**src/rtl/dsp_axil_regs.sv**
```systemverilog
// rtl/dsp_axil_regs.sv - AXI-Lite register block for DSP accelerator control, status and result capture.
// Optional IRQ_EN/IRQ_STAT registers and irq_o are enabled by defining DSP_REGS_IRQ_EN.
module dsp_axil_regs #(
    parameter int ADDR_WIDTH = 5,
    parameter int DATA_WIDTH = 32,
    parameter int LEN_WIDTH  = 16
) (
    input  logic                    clk_i,
    input  logic                    reset_ni,
    input  logic [ADDR_WIDTH-1:0]   s_axi_awaddr_i,
    input  logic                    s_axi_awvalid_i,
    output logic                    s_axi_awready_o,
    input  logic [DATA_WIDTH-1:0]   s_axi_wdata_i,
    input  logic [DATA_WIDTH/8-1:0] s_axi_wstrb_i,
    input  logic                    s_axi_wvalid_i,
    output logic                    s_axi_wready_o,
    output logic [1:0]              s_axi_bresp_o,
    output logic                    s_axi_bvalid_o,
    input  logic                    s_axi_bready_i,
    input  logic [ADDR_WIDTH-1:0]   s_axi_araddr_i,
    input  logic                    s_axi_arvalid_i,
    output logic                    s_axi_arready_o,
    output logic [DATA_WIDTH-1:0]   s_axi_rdata_o,
    output logic [1:0]              s_axi_rresp_o,
    output logic                    s_axi_rvalid_o,
    input  logic                    s_axi_rready_i,
    output logic                    core_start_o,
    output logic [DATA_WIDTH-1:0]   core_src_addr_o,
    output logic [DATA_WIDTH-1:0]   core_dst_addr_o,
    output logic [LEN_WIDTH-1:0]    core_len_o,
    input  logic                    core_busy_i,
    input  logic                    core_done_i,
    input  logic [DATA_WIDTH-1:0]   core_result_i,
    output logic                    irq_o
);
    localparam int STRB_WIDTH = DATA_WIDTH / 8;

    localparam logic [2:0] REG_CTRL     = 3'd0;
    localparam logic [2:0] REG_STATUS   = 3'd1;
    localparam logic [2:0] REG_SRC      = 3'd2;
    localparam logic [2:0] REG_DST      = 3'd3;
    localparam logic [2:0] REG_LEN      = 3'd4;
    localparam logic [2:0] REG_RESULT   = 3'd5;
    localparam logic [2:0] REG_IRQ_EN   = 3'd6;
    localparam logic [2:0] REG_IRQ_STAT = 3'd7;

    localparam logic [1:0] RESP_OKAY   = 2'b00;
    localparam logic [1:0] RESP_SLVERR = 2'b10;

    logic                  aw_held, w_held;
    logic [ADDR_WIDTH-1:0] aw_addr_q;
    logic [DATA_WIDTH-1:0] w_data_q;
    logic [STRB_WIDTH-1:0] w_strb_q;
    logic                  bvalid_q, rvalid_q;
    logic [1:0]            bresp_q, rresp_q;
    logic [DATA_WIDTH-1:0] rdata_q;

    logic [DATA_WIDTH-1:0] src_q, dst_q, result_q;
    logic [LEN_WIDTH-1:0]  len_q;
    logic                  done_q, start_q;

    logic                  aw_fire, w_fire, ar_fire, commit;
    logic [ADDR_WIDTH-1:0] wr_addr;
    logic [DATA_WIDTH-1:0] wr_data;
    logic [STRB_WIDTH-1:0] wr_strb;
    logic [2:0]            wr_idx, rd_idx;
    logic                  wr_mapped, wr_byte0, start_req, clear_done;
    logic [DATA_WIDTH-1:0] src_merged, dst_merged, len_merged, len_ext;
    logic [DATA_WIDTH-1:0] rd_data;
    logic [1:0]            rd_resp;

    function automatic logic [DATA_WIDTH-1:0] merge_bytes(
        input logic [DATA_WIDTH-1:0] old_val,
        input logic [DATA_WIDTH-1:0] new_val,
        input logic [STRB_WIDTH-1:0] strb
    );
        logic [DATA_WIDTH-1:0] res;
        res = old_val;
        for (int i = 0; i < STRB_WIDTH; i++) begin
            if (strb[i]) res[i*8 +: 8] = new_val[i*8 +: 8];
        end
        return res;
    endfunction

    function automatic logic is_mapped(input logic [2:0] idx);
`ifdef DSP_REGS_IRQ_EN
        is_mapped = 1'b1;
        if (idx == 3'd0) is_mapped = 1'b1;
`else
        is_mapped = (idx != REG_IRQ_EN) && (idx != REG_IRQ_STAT);
`endif
    endfunction

    assign s_axi_awready_o = !aw_held && !bvalid_q;
    assign s_axi_wready_o  = !w_held && !bvalid_q;
    assign s_axi_arready_o = !rvalid_q;
    assign s_axi_bvalid_o  = bvalid_q;
    assign s_axi_bresp_o   = bresp_q;
    assign s_axi_rvalid_o  = rvalid_q;
    assign s_axi_rresp_o   = rresp_q;
    assign s_axi_rdata_o   = rdata_q;

    assign aw_fire = s_axi_awvalid_i && s_axi_awready_o;
    assign w_fire  = s_axi_wvalid_i && s_axi_wready_o;
    assign ar_fire = s_axi_arvalid_i && s_axi_arready_o;

    // Commit on the edge where the later of AW/W arrives, using the live channel if not yet held.
    assign commit  = (aw_held || aw_fire) && (w_held || w_fire);
    assign wr_addr = aw_held ? aw_addr_q : s_axi_awaddr_i;
    assign wr_data = w_held ? w_data_q : s_axi_wdata_i;
    assign wr_strb = w_held ? w_strb_q : s_axi_wstrb_i;
    assign wr_idx  = wr_addr[4:2];
    assign rd_idx  = s_axi_araddr_i[4:2];

    assign wr_mapped  = is_mapped(wr_idx);
    assign wr_byte0   = commit && wr_strb[0];
    assign start_req  = wr_byte0 && (wr_idx == REG_CTRL) && wr_data[0] && !core_busy_i;
    assign clear_done = wr_byte0 && (wr_idx == REG_STATUS) && wr_data[1];

    assign len_ext    = {{(DATA_WIDTH-LEN_WIDTH){1'b0}}, len_q};
    assign src_merged = merge_bytes(src_q, wr_data, wr_strb);
    assign dst_merged = merge_bytes(dst_q, wr_data, wr_strb);
    assign len_merged = merge_bytes(len_ext, wr_data, wr_strb);

`ifdef DSP_REGS_IRQ_EN
    logic irq_en_q, irq_stat_q, irq_q;

    always_ff @(posedge clk_i or negedge reset_ni) begin
        if (!reset_ni) begin
            irq_en_q   <= 1'b0;
            irq_stat_q <= 1'b0;
            irq_q      <= 1'b0;
        end else begin
            if (wr_byte0 && wr_idx == REG_IRQ_EN) irq_en_q <= wr_data[0];
            // A completion in the same cycle as the W1C clear keeps the status set.
            if (core_done_i)
                irq_stat_q <= 1'b1;
            else if (wr_byte0 && wr_idx == REG_IRQ_STAT && wr_data[0])
                irq_stat_q <= 1'b0;
            irq_q <= irq_en_q && irq_stat_q;
        end
    end
    assign irq_o = irq_q;
`else
    assign irq_o = 1'b0;
`endif

    always_comb begin
        rd_data = '0;
        rd_resp = is_mapped(rd_idx) ? RESP_OKAY : RESP_SLVERR;
        case (rd_idx)
            REG_STATUS:   rd_data[1:0] = {done_q, core_busy_i};
            REG_SRC:      rd_data = src_q;
            REG_DST:      rd_data = dst_q;
            REG_LEN:      rd_data = len_ext;
            REG_RESULT:   rd_data = result_q;
`ifdef DSP_REGS_IRQ_EN
            REG_IRQ_EN:   rd_data[0] = irq_en_q;
            REG_IRQ_STAT: rd_data[0] = irq_stat_q;
`endif
            default:      rd_data = '0;
        endcase
    end

    always_ff @(posedge clk_i or negedge reset_ni) begin
        if (!reset_ni) begin
            aw_held   <= 1'b0;
            w_held    <= 1'b0;
            aw_addr_q <= '0;
            w_data_q  <= '0;
            w_strb_q  <= '0;
            bvalid_q  <= 1'b0;
            bresp_q   <= RESP_OKAY;
            rvalid_q  <= 1'b0;
            rresp_q   <= RESP_OKAY;
            rdata_q   <= '0;
        end else begin
            if (aw_fire) aw_addr_q <= s_axi_awaddr_i;
            if (w_fire) begin
                w_data_q <= s_axi_wdata_i;
                w_strb_q <= s_axi_wstrb_i;
            end
            if (commit) begin
                aw_held  <= 1'b0;
                w_held   <= 1'b0;
                bvalid_q <= 1'b1;
                bresp_q  <= wr_mapped ? RESP_OKAY : RESP_SLVERR;
            end else begin
                aw_held <= aw_held || aw_fire;
                w_held  <= w_held || w_fire;
                if (bvalid_q && s_axi_bready_i) bvalid_q <= 1'b0;
            end
            if (ar_fire) begin
                rvalid_q <= 1'b1;
                rdata_q  <= rd_data;
                rresp_q  <= rd_resp;
            end else if (rvalid_q && s_axi_rready_i) begin
                rvalid_q <= 1'b0;
            end
        end
    end

    always_ff @(posedge clk_i or negedge reset_ni) begin
        if (!reset_ni) begin
            src_q    <= '0;
            dst_q    <= '0;
            len_q    <= '0;
            result_q <= '0;
            done_q   <= 1'b0;
            start_q  <= 1'b0;
        end else begin
            start_q <= start_req;
            if (commit && wr_idx == REG_SRC) src_q <= src_merged;
            if (commit && wr_idx == REG_DST) dst_q <= dst_merged;
            if (commit && wr_idx == REG_LEN) len_q <= len_merged[LEN_WIDTH-1:0];
            if (core_done_i) result_q <= core_result_i;
            if (core_done_i)
                done_q <= 1'b1;
            else if (clear_done)
                done_q <= 1'b0;
        end
    end

    assign core_start_o    = start_q;
    assign core_src_addr_o = src_q;
    assign core_dst_addr_o = dst_q;
    assign core_len_o      = len_q;

    logic unused_ok;
    assign unused_ok = ^{wr_addr[1:0], s_axi_araddr_i[1:0], len_merged[DATA_WIDTH-1:LEN_WIDTH]};
endmodule

```
**config.mk**
```make
export PLATFORM = sky130hd
export DESIGN_NAME = dsp_axil_regs
export DESIGN_NICKNAME = d
export VERILOG_FILES = /design/src/rtl/dsp_axil_regs.sv
export SDC_FILE = /design/constraint.sdc
export NUM_CORES = 1
export LEC_CHECK = 0
export CAP_MARGIN = 5
export CELL_PAD_IN_SITES_DETAIL_PLACEMENT = 0
export CELL_PAD_IN_SITES_GLOBAL_PLACEMENT = 1
export CORE_UTILIZATION = 40
export DETAILED_ROUTE_END_ITERATION = 8
export PLACE_DENSITY_LB_ADDON = 0.1
export SLEW_MARGIN = 20
export SYNTH_ARGS = -nofsm -noshare
export SYNTH_HDL_FRONTEND = slang
export SYNTH_SLANG_ARGS = --single-unit
```
**constraint.sdc**
```tcl
create_clock -name clk_i -period 2.5 [get_ports clk_i]
set_input_delay 0.5 -clock clk_i [delete_from_list [all_inputs] [get_ports clk_i]]
set_output_delay 0.5 -clock clk_i [all_outputs]
set_load 0.005 [all_outputs]
```
Yosys cells after proc, flatten, opt, wreduce, memory -nomap -nowiden
Cells that the tools add are included.

Reduce and logical (&&, ||, !) cells: 40. Equal/unequal tests: 13. Multiplexer cells: 15.

Operators by type and width (number): case mux 30 bit (4 select lines) (1); two-way mux 32 bit (1); AND reduction 2 bit (10); logical AND 1 bit (19); equality test 3 x 2 -> 1 bit (second input constant) (4); != test 3 bit (second input constant) (4); case mux 2 bit (5 select lines) (1); equality test 3 bit (second input constant) (3); two-way mux 1 bit (8); equality test 3 x 1 -> 1 bit (second input constant) (2); nonzero test 2 bit (3); logical NOT 1 bit (5); two-way mux 5 bit (1); two-way mux 2 bit (2); two-way mux 4 bit (1); logical NOT 3 bit (1); logical OR 1 bit (2).

Input port bits: 87. Bits in registers: 195. Word-level logic and storage cells: 91.

Logic depth before layout (Yosys ltp)
Gate-level depths: netlist (run 1).

Depth after elaboration: 10. Gate-level depth with buffers: 7.

Least setup slack after synthesis (run 1)
OpenSTA, ideal clock, no wires.

Path type: reg2reg. Start: reg aw_held. End: reg dst_q[10], in the netlist core_dst_addr_o[10]. Stages on the path, launching flop included: 6. Data required time: 2.375 ns. Setup time: 0.125 ns. Arrival time: 1.828 ns. Period minus slack after synthesis: 1.953 ns. Slack: 0.547 ns. Buffers on the path: 1. Path through: dfrtp_1 -> buf_2 -> mux2i_2 -> nor2_1 -> nand2_2 -> mux2_2.

Word-level cells in the longest chain between the ends: 7. Elaborated cells between the ends (all ways): 9. Classes of those cells: eq/ne (1); mux (1); reduce/logical (7).

Ends and longest elaborated chain: start, declared (RTL line 50) `logic aw_held, w_held;`; start signal, assigned (RTL line 189) `aw_held <= aw_held || aw_fire;`; logical NOT 1 bit (RTL line 94) `assign s_axi_awready_o = !aw_held && !bvalid_q;`; logical AND 1 bit (RTL line 94); logical AND 1 bit (RTL line 103) `assign aw_fire = s_axi_awvalid_i && s_axi_awready_o;`; logical OR 1 bit (RTL line 108) `assign commit = (aw_held || aw_fire) && (w_held || w_fire);`; logical AND 1 bit (RTL line 108); logical AND 1 bit (*) (RTL line 214) `if (commit && wr_idx == REG_DST) dst_q <= dst_merged;`; AND reduction 2 bit (no source line) (*); end signal, assigned (RTL line 214); end, declared (RTL line 58) `logic [DATA_WIDTH-1:0] src_q, dst_q, result_q;`.

Mark *: on every way between the ends. The rest lies on a longest branch, timed or not. A chain may end at the register's enable or synchronous reset.

Final worst setup path (run 1)
Start: in s_axi_awaddr_i[3]. End: reg dst_q[8], in the netlist core_dst_addr_o[8].

Word-level cells in the longest chain between the ends: 4.

Ends and longest elaborated chain: start, declared (RTL line 10) `input logic [ADDR_WIDTH-1:0] s_axi_awaddr_i,`; two-way mux 5 bit (RTL line 109) `assign wr_addr = aw_held ? aw_addr_q : s_axi_awaddr_i;`; equality test 3 x 2 -> 1 bit (RTL line 214); logical AND 1 bit (RTL line 214); AND reduction 2 bit (no source line).

Every way passes these cells.

==> impl_metrics.csv, run 1 <==
group,metric,value,unit
sta,fmax,0.441,GHz
global_routing,grt_pass1_vias,6254,
clocking,root_buffer,"clkbuf_16",
yosys,synth-async-reset-ratio,100,%
clocking,postCtsSetupBuffers,0,
critical_path,start_kind,"input port",
floorplanning,io_pins,210,
sta,fin_crit_sh,90.6,%
floorplanning,die_w,147,um
critical_path,r2r_setup_slack,0.39,ns
hold_path,min-delay-path-class,"in2async",
detailed_routing,drc,0,
placed_design,gp_congestion,0.823,
pwr,pwr-share-seq,41.8,%
placed_design,io_buffers,202,
status,status,"finished, final reports clean",
clocking,cts_sinks,191,
clocking,cts.hold.buffers_added,0,
global_routing,antenna_found_initial,0,
sta,rsz0062_at_grt,"false",
detailed_routing,vias_per_cell,5.36,
global_routing,grt-ovfl-total,0,
sta,hold_slack,0.0601,ns
pwr,finalPower,0.0118,W
pwr,power_density,1030,nW/um^2
sta,worst_pin_slew,1.13,ns
detailed_routing,drt_first_pass_iters,4,
detailed_routing,drt-wirelength-per-cell,20.7,um
clocking,insertion_delay,0.43,ns
pwr,irDropWorstVdd,0.780,mV
yosys,netlist_area,8420,um^2
critical_path,crit_start,"s_axi_awaddr_i[3]",
sta,slew_headroom,24.5,%
sta,clock-skew-final,0.00824,ns
global_routing,grt_max_degree,73,
pwr,p_switching,0.00359,W
placed_design,pre_cts_slack,-0.240,ns
critical_path,crit_type,"in2reg",
floorplanning,rows,52,
critical_path,reg2regPathDepth,5,
pwr,combPwrFrac,35.1,%
pwr,leakage,4.90,nW
critical_path,critPathArrivalTime,2.57,ns
sta,setup_viol,0,
yosys,synth_edf_count,0,
floorplanning,start_util,41.2,%
floorplanning,coreArea,20400,um^2
critical_path,critPathCapture,"core_dst_addr_o[8]$_DFFE_PN0P_",
clocking,cts_tree,"yes",
critical_path,r2r_end,"core_dst_addr_o[8]$_DFFE_PN0P_",
detailed_routing,antenna_left,0,
flow_run,drv_cap,0,
yosys,yosysWarnings,0,
clocking,max-clock-path-buffers,2,
placed_design,dp_hpwl,16300,um
sta,slew_violations,0,
clocking,cts_resized,0,
yosys,synth_area_per_cell,13.6,um^2
critical_path,crit_fanout,8,
detailed_routing,dr_total_vias,5981,
yosys,yosys.cell_types.count,41,
detailed_routing,drt_iter0_drc,228,
global_routing,grt_pass1_wl,36400,um
yosys,synth-seq-cells,191,
finish,num-nets-final,920,
pwr,internal_power,0.00824,W
finish,layout_common_cells,"clkdlybuf4s50_1, dfrtp_1, mux2_2, a22o_1, nand2_1",
yosys,yosysSeqAreaShare,56.8,%
detailed_routing,routed_wl,23100,um
sta,worst_slack,0.234,ns
sta,min_period,2.27,ns
clocking,cts_buffers,17,
yosys,ys.flop_type,"dfrtp_1",
clocking,clkTransAtPathRegs,0.07,ns
critical_path,required,2.81,ns
floorplanning,die_height,147,um
finish,drive_above_1_share,31.8,%
finish,area_growth,36.8,%
pwr,swShare,30.4,%
finish,final_common_cell,"clkdlybuf4s50_1",
global_routing,grt_usage,22.2,%
pwr,clkPwrFrac,23.0,%
critical_path,r2r_start,"aw_held$_DFF_PN0_",
critical_path,worst_path_max_delay_cell,"clkdlybuf4s50_1",
critical_path,end_kind,"flip-flop",
clocking,cts_max_level,4,
critical_path,path_cells,"clkdlybuf4s50_1 -> or3b_1 -> a222oi_1 -> buf_4 -> nand2_2 -> mux2_2",
critical_path,slowest_delay,0.47,ns
finish,diodes,0,
yosys,netlist_instances,617,
sta,hold_violations,0,
floorplanning,die_area,21600,um^2
area by class of cell:
type | instances | area (um^2)
timing repair buffer | 234 | 2320
tap | 270 | 338
sequential | 191 | 4780
fill | 1705 | 8920
clock inverter | 14 | 145
inverter | 4 | 15.0
clock buffer | 18 | 439
multi-input combinational | 384 | 3470
flip-flops by register name (all words and copies together), names as in the netlist, 3 cells and up:
name,cells
aw_addr_q,3
core_dst_addr_o,32
core_len_o,16
core_src_addr_o,32
result_q,32
s_axi_rdata_o,32
w_data_q,32
w_strb_q,4
metrics by stage:
step | utilization, % | area (um^2) | TNS, ns | std cells
floorplan | - | 8420 | 0 | 619
global placement | 53.5 | 10900 | -11.79 | 1083
detailed placement | 53.5 | 10900 | -13.30 | 1083
CTS | 56.3 | 11500 | 0 | 1115
global route | 56.3 | 11500 | 0 | 1115
finish | 56.3 | 11500 | 0 | 1115
per-layer routing:
| layer | vias up | global-route usage [%] | part of all wire [%] |
|---|---|---|---|
| met5 | - | 0 | 0 |
| met3 | 17 | 4.78 | 4.4 |
| met4 | 0 | 4.90 | 0.83 |
| met1 | 3104 | 30.6 | 46 |
| li1 | 2718 | - | - |
| met2 | 142 | 36.0 | 48 |
worst min-delay path by stage:
| stage | start | slack (ns) | endpoint |
|---|---|---|---|
| after floorplan | reset_ni | 0.20 | aw_addr_q[2]$_DFFE_PN0P_ |
| after global placement | s_axi_rdata_o[25]$_DFFE_PN0P_ | 0.46 | s_axi_rdata_o[25]$_DFFE_PN0P_ |
| after detailed placement | s_axi_rdata_o[11]$_DFFE_PN0P_ | 0.47 | s_axi_rdata_o[11]$_DFFE_PN0P_ |
| after CTS | reset_ni | 0.1 | w_data_q[2]$_DFFE_PN0P_ |
| after global routing | reset_ni | 0.10 | result_q[2]$_DFFE_PN0P_ |
| final | reset_ni | 0.06 | result_q[2]$_DFFE_PN0P_ |
power groups by stage:
stage                     sequential, W  clock [W]  combinational [W]
after floorplan                 0.00481          0            0.00203
after global placement          0.00495          0            0.00410
after detailed placement        0.00500          0            0.00419
after CTS                       0.00495    0.00278            0.00421
after global routing            0.00509    0.00290            0.00448
final                           0.00495    0.00272            0.00416
logic make-up after synthesis:
| kind of cell | Yosys count | synth area share, % |
|---|---|---|
| multiplexers | 194 | 25.9 |
| flip-flops | 191 | 56.8 |
| AO/OA/AOI/OAI | 112 | 9.72 |
| AND/OR/NAND/NOR | 74 | 5.16 |
| buffers and inverters | 44 | 2.26 |
| adder cells (fa/ha/maj) | 1 | 0.149 |
| other | 1 | 0.0446 |
worst max-delay path, delay by kind of cell:
| family | cells | cell delay (ns) |
|---|---|---|
| AO/OA/AOI/OAI | 1 | 0.40 |
| AND/OR/NAND/NOR | 2 | 0.56 |
| buffers and inverters | 2 | 0.78 |
| multiplexers | 1 | 0.33 |
synthesized netlist by cell type, types with 2 or more instances:
library cell,n,area [um^2]
inv_1,4,15.0
o31ai_1,2,15.0
and3b_1,2,17.5
mux2i_1,8,80.1
nor3b_1,2,15.0
dfrtp_1,191,4780
a221oi_1,15,131
a21oi_1,8,40.0
buf_1,5,18.8
a22oi_1,23,173
nor4b_1,2,17.5
nor2_1,9,33.8
nand2_1,32,120
o21ai_0,25,125
buf_2,8,40.0
a22o_1,31,272
nor2b_1,6,37.5
nand2_2,4,25.0
nand3b_4,4,80.1
and2_1,3,18.8
nor3_1,2,10.0
mux2_2,185,2080
nand2b_1,2,12.5
clkbuf_1,23,86.3
a211oi_1,2,15.0
buf_4,4,30.0
(Power assumes the default switching activity.)
==> run 2: changes to the inputs <==
- CELL_PAD_IN_SITES_GLOBAL_PLACEMENT: 1 -> 2
- CORE_UTILIZATION: 40 -> 36
- RECOVER_POWER: not set -> 100
- clock period: 2.5 -> 2.9 ns (I/O delays scaled with it)
==> impl_metrics.csv, run 2 (synthesis gave the netlist of run 1 again) <==
group,metric,value,unit
status,status,"complete, but fails checks",
status,violations,"max-capacitance violations, max-slew violations",
placed_design,dp_hpwl,16400,um
hold_path,min-delay-path-class,"reg2reg",
clocking,insertion_delay,0.43,ns
clocking,cts_sinks,191,
clocking,postCtsSetupBuffers,0,
finish,layout_common_cells,"dfrtp_1, mux2_2, dlygate4sd3_1, clkdlybuf4s50_1, nand2_1",
sta,setup_viol,0,
sta,slew_headroom,-9.56,%
detailed_routing,drt-wirelength-per-cell,20.6,um
sta,min_period,2.49,ns
sta,hold_violations,0,
sta,slew_violations,60,
floorplanning,rows,55,
floorplanning,start_util,36.9,%
detailed_routing,drt_first_pass_iters,6,
finish,diodes,0,
global_routing,grt_pass1_wl,37100,um
detailed_routing,maxUsedRoutingLayer,"met4",
sta,hold_slack,0.475,ns
sta,tns,0,ns
pwr,leakage,5.05,nW
floorplanning,die_height,155,um
placed_design,gp_congestion,0.775,
critical_path,critPathArrivalTime,2.80,ns
clocking,cts_tree,"yes",
clocking,cts_buffers,17,
clocking,root_buffer,"clkbuf_16",
critical_path,path_delay_family,"simple AND/OR/NAND/NOR gates",
detailed_routing,antenna_left,0,
flow_run,drv_cap,1,
detailed_routing,drc,0,
critical_path,crit_fanout,13,
clocking,cts.hold.buffers_added,0,
placed_design,dp_cells,1117,
pwr,irDropWorstVdd,0.611,mV
finish,utilization,50.2,%
finish,num-nets-final,911,
critical_path,end_kind,"flip-flop",
detailed_routing,drt-met1-wl,10600,um
pwr,finalPower,0.00986,W
critical_path,slowest_delay,0.54,ns
critical_path,start_kind,"flip-flop",
sta,worst_pin_slew,1.64,ns
critical_path,worst-path-buf-inv,1,
detailed_routing,drt_iter0_drc,227,
finish,drive_above_1_share,29.8,%
critical_path,required,3.21,ns
critical_path,path_cells,"or3b_1 -> a222oi_1 -> clkbuf_2 -> nand2_2 -> mux2_2",
clocking,cts_max_level,4,
finish,final_common_cell,"dfrtp_1",
floorplanning,die_area,24000,um^2
clocking,max-clock-path-buffers,2,
global_routing,grt_pass1_vias,6135,
floorplanning,die_w,155,um
critical_path,crit_type,"reg2reg",
sta,fin_crit_sh,86.0,%
floorplanning,coreArea,22800,um^2
floorplanning,io_pins,210,
detailed_routing,routed_wl,23700,um
clocking,clkTransAtPathRegs,0.07,ns
finish,area_growth,35.8,%
global_routing,grt_max_degree,95,
sta,rsz0062_at_grt,"false",
global_routing,grt-ovfl-total,0,
detailed_routing,dr_total_vias,5858,
detailed_routing,dr_wl_met3,1200,um
detailed_routing,met2WireLength,11700,um
global_routing,grt_usage,20.5,%
clocking,cts_resized,0,
sta,fmax,0.401,GHz
pwr,power_density,863,nW/um^2
placed_design,io_buffers,202,
global_routing,antenna_found_initial,0,
finish,fin_cells,1149,
critical_path,worst_path_max_delay_cell,"dfrtp_1",
sta,clock-skew-final,0.0122,ns
detailed_routing,vias_per_cell,5.10,
==> run 2: stage by stage <==
| stage | cell area (um^2) | worst slack, ns |
|---|---|---|
| floorplan | 8420 | 0.873 |
| global placement | 10900 | 0.134 |
| detailed placement | 10900 | 0.143 |
| CTS | 11500 | 0.521 |
| global route | 11400 | 0.279 |
| finish | 11400 | 0.406 |
==> run 2: area by class of cell <==
type                            instances  area [um^2]
Clock buffer                           20          447
Clock inverter                         12          126
Fill cell                            2024        11300
Inverter                                4         15.0
Multi-Input combinational cell        384         3480
Sequential cell                       191         4780
Tap cell                              313          392
Timing Repair Buffer                  225         2190
==> run 2: power by group <==
part | internal (W) | switching (W)
Sequential | 0.00357 | 0.000698
Combinational | 0.00202 | 0.00124
Clock | 0.00123 | 0.00110
Total | 0.00683 | 0.00304
==> run 2: path summary, 6_finish.rpt <==
| check | from | depth (start not counted) | slack (ns) | end |
|---|---|---|---|---|
| max reg2reg | aw_held$_DFF_PN0_ | 5 | 0.41 | core_dst_addr_o[8]$_DFFE_PN0P_ |
| max | aw_held$_DFF_PN0_ | 5 | 0.41 | core_dst_addr_o[8]$_DFFE_PN0P_ |
| max in group asynchronous | reset_ni | 2 | 1.10 | s_axi_rdata_o[18]$_DFFE_PN0P_ |
| min reg2reg | s_axi_rdata_o[28]$_DFFE_PN0P_ | 2 | 0.48 | s_axi_rdata_o[28]$_DFFE_PN0P_ |
| min | s_axi_rdata_o[28]$_DFFE_PN0P_ | 2 | 0.48 | s_axi_rdata_o[28]$_DFFE_PN0P_ |
| min in group asynchronous | reset_ni | 1 | 0.56 | s_axi_rdata_o[4]$_DFFE_PN0P_ |
==> run 2: routing by layer <==
layer / vias up / GRT usage, %
li1: 2685 / -
met1: 3018 / 27.2
met2: 144 / 34.3
met3: 11 / 4.65
met4: 0 / 4.38
met5: - / 0
==> run 2: worst register-to-register path, cell delays in order, from the launching register on <==
cell and delay (ns):
dfrtp_1 0.54, or3b_1 0.44, a222oi_1 0.33, clkbuf_2 0.41
nand2_2 0.30, mux2_2 0.36
==> run 3: changes to the inputs <==
- SETUP_SLACK_MARGIN: not set -> 0.02
==> results of run 3 <==
The final DEF is identical to that of run 2; final timing and power are the same.
